--- config.mk ---
export PLATFORM = sky130hd
export DESIGN_NAME = gpr_scoreboard_file
export DESIGN_NICKNAME = d
export VERILOG_FILES = /design/src/rtl/gpr_scoreboard_file.sv
export SDC_FILE = /design/constraint.sdc
export NUM_CORES = 1
export LEC_CHECK = 0
export ABC_AREA = 1
export BUFFER_PORTS_ARGS = -buffer_cell sky130_fd_sc_hd__buf_2
export CORE_UTILIZATION = 23
export CTS_CLUSTER_SIZE = 30
export DETAILED_ROUTE_END_ITERATION = 16
export GPL_TIMING_DRIVEN = 0
export PLACE_DENSITY_LB_ADDON = 0.25
export SYNTH_ARGS = -nofsm -noshare
export SYNTH_HDL_FRONTEND = slang
export SYNTH_SLANG_ARGS = --single-unit
--- constraint.sdc ---
create_clock -name clk -period 4.3 [get_ports clk]
set_input_delay 0.86 -clock clk [delete_from_list [all_inputs] [get_ports clk]]
set_output_delay 0.86 -clock clk [all_outputs]
set_load 0.05 [all_outputs]
--- src/rtl/gpr_scoreboard_file.sv ---
// Register file with a busy-bit scoreboard: two async read ports, one write-back port, one reservation port.
// Optional macro GPR_BYPASS_EN forwards write-back data/busy into reads and the reservation check.
module gpr_scoreboard_file #(
    parameter int DATA_W   = 16,
    parameter int NUM_REGS = 8,
    parameter int ADDR_W   = 3
) (
    input  logic                clk,
    input  logic                reset_n,
    input  logic                wr_en,
    input  logic [ADDR_W-1:0]   wr_dest,
    input  logic [DATA_W-1:0]   wr_data,
    input  logic                rsv_en,
    input  logic [ADDR_W-1:0]   rsv_dest,
    output logic                rsv_ok,
    input  logic [ADDR_W-1:0]   rd_addr_1,
    output logic [DATA_W-1:0]   rd_data_1,
    output logic                rd_busy_1,
    input  logic [ADDR_W-1:0]   rd_addr_2,
    output logic [DATA_W-1:0]   rd_data_2,
    output logic                rd_busy_2,
    output logic [NUM_REGS-1:0] busy_vec,
    output logic [ADDR_W:0]     busy_cnt
);

    logic [DATA_W-1:0]   regs_q [NUM_REGS];
    logic [NUM_REGS-1:0] busy_q;
    logic [NUM_REGS-1:0] busy_d;
    logic [ADDR_W:0]     cnt_q;
    logic [ADDR_W:0]     cnt_d;
    logic                rsvTargetBusy;

    // A busy target refuses the reservation (WAW guard); the requester retries.
    always_comb begin
        rsvTargetBusy = busy_q[rsv_dest];
`ifdef GPR_BYPASS_EN
        if (wr_en && (wr_dest == rsv_dest)) begin
            rsvTargetBusy = 1'b0;
        end
`endif
        rsv_ok = rsv_en & ~rsvTargetBusy;
    end

    // Reservation is applied after write-back, so a same-index collision leaves the register busy.
    always_comb begin
        busy_d = busy_q;
        if (wr_en) begin
            busy_d[wr_dest] = 1'b0;
        end
        if (rsv_ok) begin
            busy_d[rsv_dest] = 1'b1;
        end
        cnt_d = '0;
        for (int i = 0; i < NUM_REGS; i++) begin
            cnt_d = cnt_d + {{ADDR_W{1'b0}}, busy_d[i]};
        end
    end

    always_comb begin
        rd_data_1 = regs_q[rd_addr_1];
        rd_busy_1 = busy_q[rd_addr_1];
        rd_data_2 = regs_q[rd_addr_2];
        rd_busy_2 = busy_q[rd_addr_2];
`ifdef GPR_BYPASS_EN
        if (wr_en && (wr_dest == rd_addr_1)) begin
            rd_data_1 = wr_data;
            rd_busy_1 = 1'b0;
        end
        if (wr_en && (wr_dest == rd_addr_2)) begin
            rd_data_2 = wr_data;
            rd_busy_2 = 1'b0;
        end
`endif
    end

    always_ff @(posedge clk or negedge reset_n) begin
        if (!reset_n) begin
            for (int i = 0; i < NUM_REGS; i++) begin
                regs_q[i] <= '0;
            end
            busy_q <= '0;
            cnt_q  <= '0;
        end else begin
            if (wr_en) begin
                regs_q[wr_dest] <= wr_data;
            end
            busy_q <= busy_d;
            cnt_q  <= cnt_d;
        end
    end

    assign busy_vec = busy_q;
    assign busy_cnt = cnt_q;

endmodule

Word level (Yosys, flattened, before mapping)
Index checks and enable logic that the tools add are counted.

storage, ports and cells
  register bits = 140
  input bits = 32
  output and inout bits = 47
  word-level logic and storage cells = 59

operators by class
  add/subtract/negate cells = 7
  $lt $le $gt $ge = 10
  multiplexer cells = 21
  bitwise logic cells = 8
  reductions and logical operators = 3

operator list
  kind                  count
  $bwmux W128           1
  $bmux W16 S3          2
  $mux W16              5
  $demux W16 S3         1
  $add A4 B1 Y4         4
  $lt A3 B4 Y1 const B  4
  $mux W8               2
  $ge A4 B4 Y1 const B  3
  $not A3 Y4            3
  $bmux W1 S3           3
  $and A8 B8 Y8         1
  $not A8 Y8            1
  $or A8 B8 Y8          1
  $demux W1 S3          2
  $ge A3 B1 Y1 const B  2
  $mux W1               5
  $add A3 B1 Y4         1
  $lt A4 B1 Y1 const B  1
  $add A2 B1 Y3         1
  $logic_and A1 B1 Y1   3
  $add A1 B1 Y2         1
  $and A1 B1 Y1         1
  $not A1 Y1            1

Logic depth before layout (Yosys ltp)
  depth after elaboration = 16
  depth in mapped cells = 17
  depth with buffers taken out = 16

Least setup slack after synthesis
OpenSTA, ideal clock, no wires.

  kind = input -> register
  start = in rsv_dest[0]
  end = reg cnt_q[2], in the netlist busy_cnt[2]
  library setup time = 0.123 ns
  arrival = 3.694 ns
  data required time = 4.177 ns
  slack = 0.483 ns
  stages on the path = 17
  path buffers = 1
  cell sequence = buf_6 clkinv_8 nand2_1 nand3_2 nand2_2 nor2_8 nand2_4 o21ai_2 fa_1 inv_1 fa_1 fa_1 inv_1 ha_1 inv_1 fa_1 xnor2_1

on the way
  cells in the longest elaborated chain, start to end = 13
  elaborated cells between the ends (all ways) = 18
  those cells by class = add/sub: 7; order compare: 2; mux: 5; bitwise: 3; reduce/logical: 1

RTL lines
  item                                                                       RTL line  RTL
  start, declared                                                            14        input logic [ADDR_W-1:0] rsv_dest,
  $lt A3 B4 Y1 (not written as such) / $ge A3 B1 Y1 (equally long branches)  51        busy_d[rsv_dest] = 1'b1;
  $logic_and A1 B1 Y1 (not written as such)                                  51
  $mux W1 (not written as such)                                              51
  $demux W1 S3                                                               51
  $or A8 B8 Y8 (no line)                                                     --
  $mux W8 *                                                                  50        if (rsv_ok) begin
  net busy_d[1]                                                              28        logic [NUM_REGS-1:0] busy_d;
  $add A1 B1 Y2 *                                                            55        cnt_d = cnt_d + {{ADDR_W{1'b0}}, busy_d[i]};
  $add A2 B1 Y3 *                                                            55
  $add A3 B1 Y4 *                                                            55
  $add A4 B1 Y4 * (4 in series)                                              55
  net cnt_d[2]                                                               30        logic [ADDR_W:0] cnt_d;
  end signal, assigned                                                       88        cnt_q <= cnt_d;
  end, declared                                                              29        logic [ADDR_W:0] cnt_q;

The timed path passes the listed nets; every way through them passes the cells marked *. The select of a mux whose other input is x is not followed.
A chain may end at the register's enable or synchronous reset.

Final worst setup path
  start = in wr_dest[2]
  end = reg cnt_q[2], in the netlist busy_cnt[2]

on the way
  cells in the longest elaborated chain, start to end = 16
  elaborated cells between the ends (all ways) = 17
  those cells by class = add/sub: 7; order compare: 2; mux: 4; bitwise: 3; reduce/logical: 1

RTL lines
  item                                                                       RTL line  RTL
  start, declared                                                            11        input logic [ADDR_W-1:0] wr_dest,
  $lt A3 B4 Y1 (not written as such) / $ge A3 B1 Y1 (equally long branches)  48        busy_d[wr_dest] = 1'b0;
  $logic_and A1 B1 Y1 (not written as such)                                  48
  $mux W1 (not written as such)                                              48
  $demux W1 S3 *                                                             48
  $not A8 Y8 (no line) *                                                     --
  $and A8 B8 Y8 (no line) *                                                  --
  $mux W8 *                                                                  47        if (wr_en) begin
  $or A8 B8 Y8 (no line)                                                     --
  $mux W8 *                                                                  50
  net busy_d[0]                                                              28
  $add A1 B1 Y2 *                                                            55
  $add A2 B1 Y3 *                                                            55
  $add A3 B1 Y4 *                                                            55
  $add A4 B1 Y4 * (4 in series)                                              55
  net cnt_d[2]                                                               30

The timed path passes the listed nets; every way through them passes the cells marked *.

==> metrics.yaml <==
status:
  outcome: "complete, no violations"
grt:
  grt_pass1_wl_um: 47000
  grt_pass1_vias: 7795
  grt_antenna_before_repair: 0
  overflow: 0
  grt_max_degree: 84
  gr-usage-all-layers_pct: 17.5
worst_setup_path:
  cp_common_cell: "fa_1"
  rr_worst_depth: 16
  cp_data_required_time_ns: 4.62
  cp-start-kind: "input pin"
  end_kind: "flop"
  crit_fanout: 10
  cpPeakStageDelay_ns: 0.50
  worstPathArrival_ns: 4.04
  worstSetupPathType: "input pin to flop"
  cp_slowest_cell: "fa_1"
  crit_path_cell_trace: "buf_2, nor2_1, nand2_2, buf_2, nand2_1, o21ai_2, fa_1, inv_1, fa_1, fa_1, inv_1, ha_1, inv_1, fa_1, xnor2_1"
place:
  dp_slack_ns: 0.138
  place_congestion: 0.926
  portBuffers: 72
  dp_hpwl_um: 23300
drt:
  avgViaCountPerCell: 4.83
  dr.first_iter.drc_count: 659
  antenna_left: 0
  routed_wl_um: 30300
  dr.pass1.iters: 5
  drc: 0
  avgRoutedWirePerCell_um: 18.7
  num_vias: 7824
clock_tree:
  post-cts-setup-buffers: 0
  cts_resized: 0
  hold_buffers: 0
  cts_tree: "done"
  clock_sinks: 140
  htreeDepth: 4
  clkLatencyLatePin_ns: 0.43
  root_buffer: "clkbuf_16"
  cts_buffer_depth: 2
  cts.clk_slew.worst_paths_ns: 0.06
  numCtsBuffers: 17
run:
  drv_cap: 0
yosys:
  synth-seq-cells: 140
  syn_area_um2: 8070
  ys.warnings.count: 0
  ys_types: 31
  synth-edff-count: 0
  synth_area_leaders: "dfrtp_1 (43%), nand2_1 (11%), o21ai_1 (10%)"
  synthTopCellsByCount: "nand2_1 (230), o21ai_1 (166), o21ai_0 (144)"
  yosysSeqAreaShare_pct: 43.4
  syn-instance-count: 1061
  syn_area_per_cell_um2: 7.61
  synth_ff_type: "dfrtp_1"
  async_flop_share_pct: 100
  synth_nets: 1100
  synth.top_cell.area_share_pct: 43.4
  synth.most_common_cell: "nand2_1"
  synth_top_area_cell: "dfrtp_1"
timing:
  relSlewSlack_pct: 56.1
  fin_setup_tns_ns: 0
  tightest_slew_ns: 0.659
  fin_ws_ns: 0.582
  min_period_ns: 3.72
  fin_crit_sh_pct: 86.5
  hold_viol: 0
  slew_viol_final: 0
  finalClockSkew_ns: 0.00339
  rsz0062_at_grt: "no"
  finalSetupViolCount: 0
  fmax_mhz: 269
floorplanning:
  fp-row-count: 68
  die_height_um: 189
  ios: 79
  die_x_um: 189
  start_util_pct: 23.4
  coreArea_um2: 34500
  die-area_um2: 35800
pwr:
  peakVddDrop_mv: 0.334
  p_per_area_nw_per_um2: 492
  leakage_nw: 4.43
finish:
  regArea_um2: 3500
  syn2layout_area_growth_pct: 19.1
  fillers: 3830
  nets: 1192
  post_route_cells_drive_above_1_share_pct: 19.4
  n_antenna_cell: 0
  multi_input_area_um2: 3760
min_path:
  hold_path.class: "input pin to asynchronous set/reset pin"
[sequential cells by signal (all words and copies together), names as in the netlist]
signal and cells:
busy_cnt 4, regs_q 128, busy_vec 8
[cell families (layout without fill, tap and decap cells)]
kind of cell	after synthesis	count (layout)	share of synthesized area, %
xor+xnor	1	1	0.109
simple gates	357	357	18.9
compound gates	405	405	26.1
flops	140	140	43.4
fa+ha+maj	7	7	1.46
buf+inv	151	256	10.0
[path summary, 6_finish.rpt]
kind / from / endpoint / slack, ns
max in group asynchronous: reset_n / regs_q[80] / 3.06
worst min-delay path: reset_n / regs_q[55] / 0.40
min in group clk: regs_q[102] / regs_q[102] / 0.49
worst max-delay path: wr_dest[2] / busy_cnt[2] / 0.58
worst min register to register: regs_q[102] / regs_q[102] / 0.49
worst max register to register: busy_vec[5] / busy_cnt[2] / 0.83
[final cells by class]
cell class | instances | area share (%)
buffer | 73 | 5.22
clock buffer | 19 | 4.61
clock inverter | 13 | 1.38
inverter | 78 | 3.20
multi-input combinational | 770 | 39.1
sequential | 140 | 36.5
tap | 455 | 5.93
timing repair buffer | 73 | 4.10
[cells in the final DEF, fill, tap and decap left out, types with 11 or more instances in the layout]
master     netlist  final
inv_1           64     64
nor2_1          87     87
clkbuf_1        15     16
buf_6           22     23
o21ai_0        144    144
clkbuf_16        0     17
dfrtp_1        140    140
nand2_1        230    230
o21ai_1        166    166
a21oi_1         74     74
nand2_2         14     14
o21ai_2         11     11
buf_2           22     93
[through the flow]
| step | utilization (%) | power, W | hold slack [ns] | cell area, um2 | instances |
|---|---|---|---|---|---|
| floorplan | - | 0.00281 | 0.453 | 8070 | 1061 |
| global placement | 26.1 | 0.00323 | 0.471 | 9000 | 1588 |
| detailed placement | 26.1 | 0.00327 | 0.474 | 9030 | 1589 |
| CTS | 27.8 | 0.00477 | 0.414 | 9610 | 1621 |
| global route | 27.8 | 0.00502 | 0.437 | 9610 | 1621 |
| finish | 27.8 | 0.00473 | 0.399 | 9610 | 1621 |
[power breakdown]
| part | internal [W] | switching (W) | leakage, nW |
|---|---|---|---|
| Combinational | 0.000442 | 0.00100 | 2.42 |
| Clock | 0.000825 | 0.000658 | 0.276 |
| Sequential | 0.00159 | 0.000211 | 1.73 |
[critical path: cells and delay by family]
kind | cells | cell delay (ns)
buf+inv | 5 | 0.57
simple gates | 3 | 0.48
xor+xnor | 1 | 0.13
fa+ha+maj | 5 | 1.93
compound gates | 1 | 0.07
[per-layer routing]
layer / part of all wire, % / GRT usage [%] / vias to the layer above
met5: 0 / 0 / -
met4: 1.8 / 5.09 / 0
met3: 7.6 / 3.76 / 30
met2: 43 / 26.1 / 307
met1: 48 / 25.2 / 3792
li1: - / - / 3695
No activity file was read; power rests on OpenSTA's default activity.
